### config.mk
export PLATFORM = sky130hd
export DESIGN_NAME = stopwatch_ctrl
export DESIGN_NICKNAME = d
export VERILOG_FILES = /design/src/rtl/stopwatch_ctrl.sv
export SDC_FILE = /design/constraint.sdc
export NUM_CORES = 1
export LEC_CHECK = 0
export ABC_CLOCK_PERIOD_IN_PS = 1900
export BUFFER_PORTS_ARGS = -buffer_cell sky130_fd_sc_hd__buf_2
export CORE_UTILIZATION = 45
export CTS_CLUSTER_DIAMETER = 150
export DETAILED_ROUTE_END_ITERATION = 6
export GPL_TIMING_DRIVEN = 0
export PLACE_DENSITY = 0.7
export SLEW_MARGIN = 25
export SYNTH_ARGS = -nofsm -noshare
export SYNTH_HDL_FRONTEND = slang
export SYNTH_SLANG_ARGS = --single-unit
### constraint.sdc
create_clock -name clk -period 1.9 [get_ports clk]
set_input_delay 0.38 -clock clk [delete_from_list [all_inputs] [get_ports clk]]
set_output_delay 0.38 -clock clk [all_outputs]
set_load 0.1 [all_outputs]
### src/rtl/stopwatch_ctrl.sv
// Purpose : stopwatch control FSM (IDLE/RUN/PAUSE/LAP), centisecond prescaler and mm:ss.cc counters.
// Latency : key event in cycle N is visible in cycle N+1; first cs tick lands CLK_PER_CS+1 cycles after a start event.
// Backpressure: none; key inputs are edge-detected every cycle and never stalled.
//
// Ports:
//   clk, sys_rst        clock and synchronous active-high reset
//   key_ss, key_cl      debounced start/stop and clear/lap key levels (rising edge = event)
//   disp_min/sec/cs     displayed time: frozen lap value in LAP, live counters otherwise
//   running, lap_active state decodes: time advancing / display frozen
//   wrap                one-cycle pulse after the 59:59.99 -> 00:00.00 rollover
module stopwatch_ctrl #(
    parameter int CLK_PER_CS = 10,
    parameter int PRESC_W    = 10
) (
    input  logic       clk,
    input  logic       sys_rst,
    input  logic       key_ss,
    input  logic       key_cl,
    output logic [5:0] disp_min,
    output logic [5:0] disp_sec,
    output logic [6:0] disp_cs,
    output logic       running,
    output logic       lap_active,
    output logic       wrap
);

    typedef enum logic [1:0] {
        ST_IDLE  = 2'd0,
        ST_RUN   = 2'd1,
        ST_PAUSE = 2'd2,
        ST_LAP   = 2'd3
    } state_t;

    localparam logic [PRESC_W-1:0] PRESC_LAST = PRESC_W'(CLK_PER_CS - 1);
    localparam logic [PRESC_W-1:0] PRESC_ONE  = PRESC_W'(1);

    state_t             state_q;
    state_t             state_nxt;
    logic               key_ss_d;
    logic               key_cl_d;
    logic               ss_ev;
    logic               cl_ev;
    logic               lap_load;
    logic               live_clr;
    logic               count_en;
    logic               cs_tick;
    logic               cs_max;
    logic               sec_max;
    logic               min_max;
    logic [PRESC_W-1:0] presc_q;
    logic [5:0]         min_q;
    logic [5:0]         sec_q;
    logic [6:0]         cs_q;
    logic [5:0]         lap_min_q;
    logic [5:0]         lap_sec_q;
    logic [6:0]         lap_cs_q;
    logic               wrap_q;

    assign ss_ev = key_ss & ~key_ss_d;
    assign cl_ev = key_cl & ~key_cl_d;

    // Next-state logic; start/stop wins over clear/lap when both fire together.
    always_comb begin
        state_nxt = state_q;
        lap_load  = 1'b0;
        live_clr  = 1'b0;
        case (state_q)
            ST_IDLE: begin
                if (ss_ev) state_nxt = ST_RUN;
            end
            ST_RUN: begin
                if (ss_ev) begin
                    state_nxt = ST_PAUSE;
                end else if (cl_ev) begin
                    state_nxt = ST_LAP;
                    lap_load  = 1'b1;
                end
            end
            ST_LAP: begin
                if (ss_ev)      state_nxt = ST_PAUSE;
                else if (cl_ev) state_nxt = ST_RUN;
            end
            ST_PAUSE: begin
                if (ss_ev) begin
                    state_nxt = ST_RUN;
                end else if (cl_ev) begin
                    state_nxt = ST_IDLE;
                    live_clr  = 1'b1;
                end
            end
            default: state_nxt = ST_IDLE;
        endcase
    end

    // Counting follows the current state, so the edge that leaves RUN/LAP still counts
    // and the edge that enters RUN does not.
    assign count_en = (state_q == ST_RUN) || (state_q == ST_LAP);
    assign cs_tick  = count_en && (presc_q == PRESC_LAST);
    assign cs_max   = (cs_q == 7'd99);
    assign sec_max  = (sec_q == 6'd59);
    assign min_max  = (min_q == 6'd59);

    always_ff @(posedge clk) begin
        if (sys_rst) begin
            state_q   <= ST_IDLE;
            key_ss_d  <= 1'b0;
            key_cl_d  <= 1'b0;
            presc_q   <= '0;
            min_q     <= '0;
            sec_q     <= '0;
            cs_q      <= '0;
            lap_min_q <= '0;
            lap_sec_q <= '0;
            lap_cs_q  <= '0;
            wrap_q    <= 1'b0;
        end else begin
            state_q  <= state_nxt;
            key_ss_d <= key_ss;
            key_cl_d <= key_cl;
            wrap_q   <= cs_tick && cs_max && sec_max && min_max;

            // Lap captures the pre-increment live value of this edge.
            if (lap_load) begin
                lap_min_q <= min_q;
                lap_sec_q <= sec_q;
                lap_cs_q  <= cs_q;
            end

            if (live_clr) begin
                presc_q <= '0;
                min_q   <= '0;
                sec_q   <= '0;
                cs_q    <= '0;
            end else if (count_en) begin
                // Prescaler is left untouched outside RUN/LAP so a resume keeps the partial tick.
                presc_q <= cs_tick ? '0 : presc_q + PRESC_ONE;
                if (cs_tick) begin
                    cs_q <= cs_max ? 7'd0 : cs_q + 7'd1;
                    if (cs_max) begin
                        sec_q <= sec_max ? 6'd0 : sec_q + 6'd1;
                        if (sec_max) begin
                            min_q <= min_max ? 6'd0 : min_q + 6'd1;
                        end
                    end
                end
            end
        end
    end

    assign running    = count_en;
    assign lap_active = (state_q == ST_LAP);
    assign wrap       = wrap_q;
    assign disp_min   = lap_active ? lap_min_q : min_q;
    assign disp_sec   = lap_active ? lap_sec_q : sec_q;
    assign disp_cs    = lap_active ? lap_cs_q  : cs_q;

endmodule

==> results <==
- Summing all placed instances gives a cell area of around 2900 sq um.
- The detailed router finished its first iteration with 170 violations.
- Buffers placed on the I/O ports in this run total 24.
- Setup repair after global routing could not meet its margin everywhere.
- The detailed router placed about 2.3k vias in this run.
- The fraction of final layout cells with drive strength greater than 1 is 26.82%.
- Counting the fill cells in the layout gives about 490.
- The worst setup slack before clock tree synthesis is -0.2593 ns.
- Across every metal layer, demand over resource in global routing totals between 10% and 20%.
- The area of the mapped netlist is 2592 sq um.
- Counting flops and latches in the post-synthesis netlist gives between 50 and 60.
- 26 I/O pins were placed.
- 0 antenna diodes ended up in the layout.
- After clock tree synthesis, the clock-pin slew on the worst setup and hold paths is approximately 0.090 ns.
- The max-slew violation total from the final report was 0.
- Hold is met by 0.2980 ns.
- The total die area is ~6100 sq um.
- The count of maximum capacitance violations is 0.
- In the post-synthesis netlist, the biggest area contributors are dfxtp_1 41%, mux2_2 7.8%, a21oi_1 7.3%.
- The worst setup path is launched from a flip-flop.
- The CTS buffer count is 5.
- The cell taking the most area after synthesis is dfxtp_1.
- In this run, synthesis inferred 0 flip-flops with an integrated enable.
- From bottom edge to top edge, the die measures a little under 80 um.
- The via count of the first global-routing pass is approximately 2.1k.
- In the final routed layout, each cell accounts on average for 15.01 um.
- The via count normalized by instance count is between 5 and 6.
- The sum of internal, switching and leakage power is about 1.9 mW.
- The final routed DRC violation total is 0.
- The run finished with clean final reports.
- The area growth from synthesis to final layout is 28.23%.
- Data on the critical path is required at its endpoint by about 1.5 ns.
- The commonest non-fill, non-tap cell in the layout is dfxtp_1.
- After detailed routing, the total wire length is about 6.2 mm.
- The number of endpoints with negative hold slack in the final report is 0.
- The tightest min-delay check is of the in2reg type.
- The die is approximately 78 um wide.
- The starting density of the core is 46.79%.
- The minimum clock period is roughly 1.9 ns.
- The summed negative setup slack over all endpoints is 0 ns.
- No sink is reached through more buffers than the 2 on the longest clock path.
- The site row count is 27.
- The share of the clock period used by the worst path after layout is 99.07%.
- Of the synthesized area, sequential elements account for around 41%.
- The slew at the pin closest to its max-slew limit is 0.5597 ns.
- Entering global routing, the biggest net connects 17 pins.
- The count of placed standard cells in the final layout, fillers left out is a little over 400.
- After detailed placement, the design holds a cell count of approximately 390.
- The critical path endpoint category is an output pin.
- The total congestion overflow after global routing is 0.
- The count of unique library cells instantiated by Yosys is 42.
- During synthesis, Yosys emitted a total of 0 warnings.
- CTS saw 53 sinks.
- The number of routed nets with antenna violations is 0.
- The final worst clock skew is 0.006761 ns.
- The number of optimization iterations in the first detailed-route pass is 4.
- The wire length of the first global-routing pass is around 9.6 mm.
- For this run, the post-layout net count is roughly 350.
- The sum of net half-perimeters after detailed placement is around 3.9 mm.
- CTS placed an instance of clkbuf_8 at the clock tree root.
- The setup slack of the critical path after layout is roughly 0.018 ns.
- The top cell type by area accounts for roughly two fifths of the synthesized area.
- The number of antenna violations at the first check in global routing is 0.
- The leading register cell type out of synthesis is dfxtp_1.
- The cell leakage power is 1.258 nW.
- The kind of critical path is reg2out.
- The design area is 3324 sq um.
- Data arrives at the worst endpoint at 1.50 ns.
- The timing-limited maximum frequency is 531.3 MHz.
- Clock latency on the worst-skew pair, taken at its later pin, is a little over 0.3 ns.
- TritonCTS built the clock tree.
- The H-tree depth is 2.
- Measured on the finished design, the core utilization comes to 60.00%.
- Synthesis handed over a netlist of a little under 300 instances.
- In the layout the commonest cells are 49 x dfxtp_1, 48 x nand2_1, 38 x a21oi_1.
- Setup violations remaining at the end of the flow were counted as 0.
- After synthesis, the mean cell area works out to about 8.7 sq um.
- The peak supply drop is 451.2 uV.
- The fraction of registers with async set/reset is 0%.
- Routability-driven placement finished with a final weighted congestion of between 0.8 and 0.9.
- When the netlist entered floorplanning its net count stood at 307.
- The core footprint is approximately 5500 sq um.
- Of all nets on the critical path, the largest fanout is 6.
- In this run the tightest slew margin relative to its limit is between 60 and 70%.
- In this run the power density over the cells is around 600 nW/um^2.
logic make-up after synthesis:
logic type / count (synthesis) / synth area share [%]
buf+inv: 23 / 3.571
xor+xnor: 12 / 4.054
compound gates: 59 / 12.50
flops: 53 / 40.93
mux: 19 / 8.204
simple gates: 127 / 28.33
fa+ha+maj: 5 / 2.413
sequential cells by signal (all words and copies together), names as in the netlist:
register and count:
state_q 2, lap_cs_q 7, wrap 1, cs_q 7, lap_min_q 6, lap_sec_q 6
min_q 6, sec_q 6, key_cl_d 1, key_ss_d 1, presc_q 10
layout make-up:
type	instances	area (sq um)	share of cell area (%)
Multi-Input combinational cell	224	1553	46.71
Timing Repair Buffer	38	415.4	12.50
Inverter	6	26.28	0.7904
Clock inverter	3	17.52	0.5269
Sequential cell	53	1071	32.22
Buffer	14	82.58	2.484
Tap cell	72	90.09	2.710
Clock buffer	5	68.82	2.070
worst paths after layout:
kind / cells past startpoint / slack [ns] / endpoint / start
worst max-delay path: 4 / 0.02 / disp_cs[2] / state_q[0]
worst min-delay path: 2 / 0.30 / key_ss_d / key_ss
worst max register to register: 5 / 0.07 / min_q[2] / cs_q[0]
worst min register to register: 2 / 0.46 / lap_min_q[5] / lap_min_q[5]
where the power goes:
part | leakage (nW) | switching (mW) | internal (mW)
clock network | 0.0439 | 0.377 | 0.255
registers | 0.430 | 0.0176 | 1.12
logic | 0.784 | 0.102 | 0.0658
total | 1.26 | 0.497 | 1.44
cells in the mapped netlist (all sizes together), types with 2 or more instances:
cell	number
dfxtp	53
nand2	49
a21oi	38
mux2	18
nor2	17
o21ai	13
clkbuf	12
nand3	10
nand4	8
xor2	8
inv	6
and4	5
buf	5
ha	5
nor2b	5
or3	5
nand2b	4
nand3b	4
nor4b	4
xnor2	4
and3	3
and2	2
and4b	2
nand4b	2
o31ai	2
or4b	2
per-layer routing:
metal | routed length (um) | up-vias | GRT usage (%)
met5 | 0 | - | 0
met4 | 102 | 0 | 7.407
met3 | 265 | 12 | 3.765
met2 | 2966 | 58 | 33.01
met1 | 2894 | 1115 | 25.38
li1 | - | 1139 | -
critical path, stage by stage (launching register included):
cell,delay [ns]
dfxtp_4,0.43
nand2_8,0.10
clkbuf_16,0.17
mux2_4,0.31
buf_12,0.17
what timing repair did:
| action | in CTS | in global routing |
|---|---|---|
| hold buffers | 0 | 0 |
| pin swaps | 0 | 7 |
| setup endpoints to repair | 25 | 51 |
| gates cloned | 0 | 3 |
| gates resized for setup | 27 | 46 |
| buffers inserted | 0 | 13 |
(Power assumes the default switching activity.)
